$ cat src/rtl/spawn_scheduler.sv
// Tile spawn scheduler for a four-column rhythm game.
// Tracks score, lives and level, and picks spawn columns with an LFSR.
module spawn_scheduler #(
    parameter int INIT_INTERVAL  = 60,
    parameter int MIN_INTERVAL   = 20,
    parameter int INTERVAL_STEP  = 5,
    parameter int HITS_PER_LEVEL = 10,
    parameter int START_LIVES    = 3
) (
    input  logic        clk,
    input  logic        reset_n,
    input  logic        frame_tick,
    input  logic        start,
    input  logic [3:0]  col_active,
    input  logic [3:0]  col_hit,
    input  logic [3:0]  col_miss,
    output logic [3:0]  spawn,
    output logic [15:0] score,
    output logic [1:0]  lives,
    output logic [3:0]  level,
    output logic [1:0]  state,
    output logic        game_over
);

    typedef enum logic [1:0] {
        S_IDLE = 2'd0,
        S_PLAY = 2'd1,
        S_OVER = 2'd2
    } state_t;

    localparam logic [7:0] INIT_I = 8'(INIT_INTERVAL);
    localparam logic [7:0] MIN_I  = 8'(MIN_INTERVAL);
    localparam logic [7:0] STEP_I = 8'(INTERVAL_STEP);
    localparam logic [8:0] FLOOR  = 9'(MIN_INTERVAL + INTERVAL_STEP);
    localparam logic [7:0] HPL    = 8'(HITS_PER_LEVEL);
    localparam logic [1:0] LIVES0 = 2'(START_LIVES);

    state_t      cur;
    state_t      nxt;
    logic [7:0]  lfsr;
    logic [7:0]  frame_cnt;
    logic [7:0]  interval;
    logic [7:0]  hit_cnt;

    logic        samp;
    logic [2:0]  hit_n;
    logic [2:0]  miss_n;
    logic [16:0] score_sum;
    logic [15:0] score_n;
    logic [7:0]  hc_sum;
    logic        lvl_up;
    logic [7:0]  interval_dn;
    logic        dec;
    logic [1:0]  lives_n;
    logic        dead;
    logic [1:0]  cand;
    logic [1:0]  idx;
    logic [1:0]  col;
    logic        found;
    logic        lfsr_fb;

    function automatic logic [2:0] pop4(input logic [3:0] v);
        pop4 = {2'b0, v[0]} + {2'b0, v[1]}
             + {2'b0, v[2]} + {2'b0, v[3]};
    endfunction

    assign state     = cur;
    assign game_over = (cur == S_OVER);
    assign lfsr_fb   = lfsr[7] ^ lfsr[5] ^ lfsr[4] ^ lfsr[3];

    // Per-tick arithmetic: score, hit counter, interval, lives, timer
    always_comb begin
        samp      = frame_tick && (cur == S_PLAY);
        hit_n     = pop4(col_hit);
        miss_n    = pop4(col_miss);
        score_sum = {1'b0, score} + {14'b0, hit_n};
        score_n   = score_sum[16] ? 16'hFFFF : score_sum[15:0];
        hc_sum    = hit_cnt + {5'b0, hit_n};
        lvl_up    = (hc_sum >= HPL);
        interval_dn = MIN_I;
        if ({1'b0, interval} >= FLOOR)
            interval_dn = interval - STEP_I;
        dec     = samp && (frame_cnt >= interval - 8'd1);
        lives_n = 2'd0;
        if ({1'b0, lives} > miss_n)
            lives_n = lives - miss_n[1:0];
        dead = samp && (lives_n == 2'd0);
    end

    // Column pick: LFSR candidate first, then probe upward for a free one
    always_comb begin
        cand  = lfsr[1:0];
        idx   = cand;
        col   = cand;
        found = 1'b0;
        for (int k = 0; k < 4; k++) begin
            idx = cand + 2'(k);
            if (!found && !col_active[idx]) begin
                found = 1'b1;
                col   = idx;
            end
        end
    end

    // Game FSM next-state
    always_comb begin
        nxt = cur;
        unique case (cur)
            S_IDLE:  if (start) nxt = S_PLAY;
            S_PLAY:  if (dead) nxt = S_OVER;
            S_OVER:  if (start) nxt = S_IDLE;
            default: nxt = S_IDLE;
        endcase
    end

    // Game FSM state register
    always_ff @(posedge clk or negedge reset_n) begin
        if (!reset_n) cur <= S_IDLE;
        else          cur <= nxt;
    end

    // Game datapath: LFSR, counters, score/lives/level, spawn register
    always_ff @(posedge clk or negedge reset_n) begin
        if (!reset_n) begin
            lfsr      <= 8'hA5;
            spawn     <= 4'd0;
            score     <= 16'd0;
            lives     <= 2'd0;
            level     <= 4'd0;
            frame_cnt <= 8'd0;
            hit_cnt   <= 8'd0;
            interval  <= INIT_I;
        end else begin
            lfsr <= {lfsr[6:0], lfsr_fb};
            if (cur == S_IDLE && start) begin
                spawn     <= 4'd0;
                score     <= 16'd0;
                lives     <= LIVES0;
                level     <= 4'd0;
                frame_cnt <= 8'd0;
                hit_cnt   <= 8'd0;
                interval  <= INIT_I;
            end else if (samp) begin
                score     <= score_n;
                lives     <= lives_n;
                frame_cnt <= dec ? 8'd0 : frame_cnt + 8'd1;
                hit_cnt   <= lvl_up ? hc_sum - HPL : hc_sum;
                if (lvl_up) begin
                    if (level != 4'd15) level <= level + 4'd1;
                    interval <= interval_dn;
                end
                if (dec && found && !dead)
                    spawn <= 4'b0001 << col;
                else
                    spawn <= 4'd0;
            end
        end
    end

endmodule

$ cat config.mk
export PLATFORM = sky130hd
export DESIGN_NAME = spawn_scheduler
export DESIGN_NICKNAME = d
export VERILOG_FILES = /design/src/rtl/spawn_scheduler.sv
export SDC_FILE = /design/constraint.sdc
export NUM_CORES = 1
export LEC_CHECK = 0
export CAP_MARGIN = 20
export CORE_ASPECT_RATIO = 0.5
export CORE_MARGIN = 3
export CORE_UTILIZATION = 58
export CTS_BUF_LIST = sky130_fd_sc_hd__clkbuf_4
export CTS_CLUSTER_DIAMETER = 30
export DETAILED_ROUTE_END_ITERATION = 7
export PLACE_DENSITY_LB_ADDON = 0.05
export SYNTH_ARGS = -nofsm -noshare
export SYNTH_HDL_FRONTEND = slang
export SYNTH_SLANG_ARGS = --single-unit
$ cat constraint.sdc
create_clock -name clk -period 3.8 [get_ports clk]
set_input_delay 0.76 -clock clk [delete_from_list [all_inputs] [get_ports clk]]
set_output_delay 0.76 -clock clk [all_outputs]
set_load 0.005 [all_outputs]
Word-level counts from Yosys, hierarchy flattened
Cells that the tools add are included.
- register bits: 60
- bits of input ports: 16
- $add $sub $neg: 17
- order comparisons: 8
- equal/unequal tests: 6
- shift-type cells: 1
- mux-type cells: 42
- bitwise logic cells: 3
- reduce and logical (&&, ||, !) cells: 23
- operators with widths (kind ; count):
    8-bit 2-to-1 mux ; 10
    16-bit 2-to-1 mux ; 3
    4-bit 2-to-1 mux ; 7
    2-bit 2-to-1 mux ; 9
    16-bit by 3-bit adder with 17-bit output ; 1
    2-bit by 3-bit < comparator with 1-bit output (second input constant) ; 4
    1-bit logical AND ; 9
    8-bit by 1-bit adder with 8-bit output (second input constant) ; 1
    8-bit by 3-bit adder with 8-bit output ; 1
    1-bit binary-select mux with 2-bit select ; 4
    8-bit by 4-bit greater-or-equal comparator with 1-bit output (second input constant) ; 1
    8-bit by 5-bit greater-or-equal comparator with 1-bit output (second input constant) ; 1
    8-bit greater-or-equal comparator ; 1
    1-bit 2-to-1 mux ; 8
    8-bit by 1-bit subtractor with 8-bit output (second input constant) ; 1
    8-bit by 3-bit subtractor with 8-bit output (second input constant) ; 1
    8-bit by 4-bit subtractor with 8-bit output (second input constant) ; 1
    2-bit by 1-bit adder with 3-bit output ; 2
    3-bit by 1-bit adder with 3-bit output ; 2
    1-bit logical NOT ; 6
    2-bit inequality test (second input constant) ; 3
    2-bit case mux with 3 select lines ; 1
    3-bit AND reduction ; 2
    2-bit nonzero test ; 3
    13 further kinds ; 18

Depth between registers and ports, before layout
- word-level depth: 17
- depth in mapped cells: 13
- gate-level depth less buffers: 12

Worst setup path before layout
No wires, ideal clock.
- path kind: input port to flip-flop
- from: input col_hit[0]
- to: register interval[5]
- library setup time: 0.083 ns
- arrival time: 3.947 ns
- data required time: 3.717 ns
- path slack: -0.230 ns
- cell stages on the path: 11
- path through: fa_1 -> ha_1 -> ha_1 -> inv_1 -> fa_1 -> or4_4 -> a211o_1 -> a21oi_4 -> a21oi_4 -> buf_6 -> a221o_1
- cells in the longest elaborated chain, start to end: 7
- RTL lines (item ; line ; source):
    start, declared ; 15 ; input logic [3:0] col_hit,
    1-bit by 1-bit adder with 2-bit output ; 63 ; pop4 = {2'b0, v[0]} + {2'b0, v[1]}
    2-bit by 1-bit adder with 3-bit output ; 64 ; + {2'b0, v[2]} + {2'b0, v[3]};
    3-bit by 1-bit adder with 3-bit output ; 64 ;
    8-bit by 3-bit adder with 8-bit output ; 78 ; hc_sum = hit_cnt + {5'b0, hit_n};
    8-bit by 4-bit greater-or-equal comparator with 1-bit output ; 79 ; lvl_up = (hc_sum >= HPL);
    2-bit nonzero test (no line) ; n/a ;
    2-bit AND reduction (no line) ; n/a ;
    end signal, assigned ; 150 ; interval <= interval_dn;
    end, declared ; 42 ; logic [7:0] interval;
No other way between the ends.
A chain may end at the register's enable or synchronous reset.

Final worst setup path
- from: input col_hit[0]
- to: register interval[2]
The elaborated chain is that of the path after synthesis.

==> run summary <==
P&R area growth vs syn -> 25.87%
Placed Instances -> 557
post-synthesis sequential area ratio -> 39.85%
Mapped Area -> 3792 um2
Max Clk Rate -> 0.2656 GHz
Final WS setup -> 34.60 ps
Slew headroom -> 60.90%
CP max-delay cell -> or4_4
register clock-pin slew on the reported worst setup and hold paths -> 100 ps
Worst EP required -> 4150 ps
Setup crit end kind -> flip-flop
DR DRC count -> 0
count of TritonRoute iterations in the first routing pass -> 7
share of cells above drive strength 1 -> 16.80%
outcome -> finished clean
TritonCTS clock tree -> built
Peak supply drop -> 0.4003 mV
Synthesized Nets -> 452
Hold Vio Cnt, Final -> 0
Worst path max stage delay -> 540 ps
DIE AREA -> 7604 um2
Clock Path Buffers -> 2
critical path cell sequence -> dlygate4sd2_1 > fa_1 > ha_4 > ha_4 > inv_2 > fa_2 > or4_4 > a211o_1 > a21oi_4 > a21oi_4 > a21boi_2 > o32a_1
DPL Wire Length -> 7502 um
die height -> 63.18 um
fin cells -> 576
Core Area -> 6206 um2
Row Count -> 20
worst-case hold slack -> 318.0 ps
Antenna Violating Nets Remaining -> 0
crit-path max FO -> 6
initial core utilization -> 61.11%
Die W -> 120.4 um
final slew viol count -> 0
pre-CTS worst setup slack -> -587.0 ps
Synth Instances -> 408
EDFF count, synth -> 0
via count -> 3593
nets@finish -> 527
routability cong. -> 0.8597
Distinct cells, synth -> 67
clock insertion delay at the later pin of the skew report -> 430 ps
crit path kind -> in2reg
Startpoint Class -> primary input
clock root buffer -> clkbuf_4
Yosys warnings -> 0
largest net degree at the start of global routing -> 26
Total Wirelength -> 10200 um
Tcrit/Tclk final -> 99.09%
Vias per Instance -> 6.238
leakage -> 2.140 nW
Post-synth ARST share -> 100.0%
Antenna diodes -> 0
first-pass GRT wire length -> 17140 um
FF+latch count, synth -> 60
Synth Flop Type -> dfrtp_1
max-cap viol count -> 0
critical path arrival -> 4120 ps
CTS Buf Count -> 9
Setup Skew -> 12.65 ps
pwr dens -> 651.3 nW/um2
H-Tree Level Count -> 3
fin crit period -> 3765 ps
syn avg cell area -> 9.295 um2
1st-iter DRT viols -> 361
vias in the first global route -> 3583
total grt overflow -> 0
# IOs -> 45
initial antenna violation count -> 0
input/output buffers -> 44
setup_tns -> 0 ps
# clock sinks -> 60
final setup fails -> 0
Worst Tran Pin Value -> 586.5 ps
gr usage total -> 28.27%
wire length per cell -> 17.70 um
Hold Path Class -> in2async
layout make-up:
cell class              count  area [um2]
flip-flops and latches     60        1511
well taps                  88       110.1
repair buffers             76       675.6
clock buffers               9       67.56
multi-input cells         318        2250
inverters                  18       67.56
fillers                   446        1433
clock inverters             7       91.34
logic make-up after synthesis:
| kind of cell | share of synthesized area [%] |
|---|---|
| compound gates | 21.68 |
| xor+xnor | 4.190 |
| fa+ha+maj | 10.03 |
| buf+inv | 3.365 |
| flops | 39.85 |
| mux | 1.617 |
| simple gates | 19.27 |
state kept, by name (all words and copies together) (netlist names):
signal and count:
score 16, frame_cnt 8, hit_cnt 8, interval 8, lfsr 8, level 4, spawn 4, lives 2
state 2
layer usage:
metal	vias to the layer above	share of wire, %	global-route usage, %
li1	1659	-	-
met1	1755	45	36.65
met2	161	48	47.38
met3	18	6.4	7.175
met4	0	1.3	8.051
met5	-	0	0
per-stage QoR:
stage | power [mW] | util (%) | instance area [um2]
global route | 3.324 | 76.92 | 4773
finish | 3.109 | 76.92 | 4773
floorplan | 1.875 | - | 3826
global placement | 2.382 | 73.19 | 4542
CTS | 3.081 | 76.67 | 4758
detailed placement | 2.464 | 73.19 | 4542
critical path: cells and delay by family:
family	cells	cell delay [ps]
fa+ha+maj	4	1360
compound gates	5	1170
buf+inv	2	290
simple gates	1	540
synthesized netlist by cell type, types with 2 or more instances:
cell type  instances  area (um2)
a211o_1            4       35.03
clkbuf_1           9       33.78
and3_1            11       68.82
o211ai_1           3       22.52
nor2_1            26       97.59
xnor2_1           10       87.58
a21oi_4            2       32.53
dfstp_2            8       210.2
or3_1              3       18.77
inv_1             18       67.56
o22ai_1            3       18.77
a41oi_1            2       17.52
fa_1               4       80.08
nand3_1           14       70.07
a221o_1            2       20.02
o31ai_1            2       15.01
a21boi_0           2       15.01
o21a_1             3       22.52
nor2b_1            5       31.28
buf_2              3       15.01
a211oi_1           2       15.01
nand4_1            5       31.28
o211a_1            2       20.02
a22o_1             4       35.03
and4_1             2       17.52
and2_1             3       18.77
nor3_1            13       65.06
a21oi_1           29       145.1
nand2b_1           7       43.79
mux2i_1            5       50.05
a31oi_1           12       75.07
nor3b_1            2       15.01
dfrtp_1           52        1301
xor2_1             5       43.79
a311oi_1           3       26.28
or2_2              2       12.51
o21ai_0           26       130.1
nand2_1           44       165.2
ha_1              24       300.3
nand3b_1           2       15.01
a21o_1             4       30.03
power by group:
part / switching [mW] / internal (mW)
sequential: 0.174 / 0.772
clock: 0.255 / 0.264
combinational: 0.852 / 0.791
worst paths after layout:
kind                       slack [ps]            to  depth (start not counted)   startpoint
max                                30   interval[2]                         12   col_hit[0]
min in group clk                  400       lfsr[7]                          0      lfsr[6]
max in group asynchronous        2730       lfsr[7]                          2      reset_n
min                               320    hit_cnt[5]                          1      reset_n
max reg2reg                       690  frame_cnt[7]                         12  interval[0]
min reg2reg                       400       lfsr[7]                          0      lfsr[6]
layout by cell type (no fill, tap or decap), types with 3 or more instances in the layout:
cell type / instances
dfrtp_1: 52
nand2_1: 43
clkdlybuf4s50_1: 40
buf_4: 31
a21oi_1: 28
nor2_1: 26
o21ai_0: 26
ha_1: 20
inv_1: 16
nand3_1: 14
nor3_1: 12
a31oi_1: 12
and3_1: 11
xnor2_1: 10
clkbuf_4: 9
dfstp_2: 8
nand2b_1: 7
nor2b_1: 5
nand4_1: 5
mux2i_1: 5
xor2_1: 4
a211o_1: 4
a22o_1: 4
a21o_1: 4
ha_4: 4
and2_1: 3
or3_1: 3
o211ai_1: 3
o22ai_1: 3
a311oi_1: 3
fa_1: 3
dlygate4sd2_1: 3
what timing repair did:
action / in CTS / in global routing
resized for setup: 12 / 3
endpoints found under the setup margin: 17 / 9
setup buffers: 1 / 1
pin swaps: 12 / 5
gates cloned: 1 / 0
hold buffers: 0 / 0
Note: power is estimated with default switching activity, not from simulation.
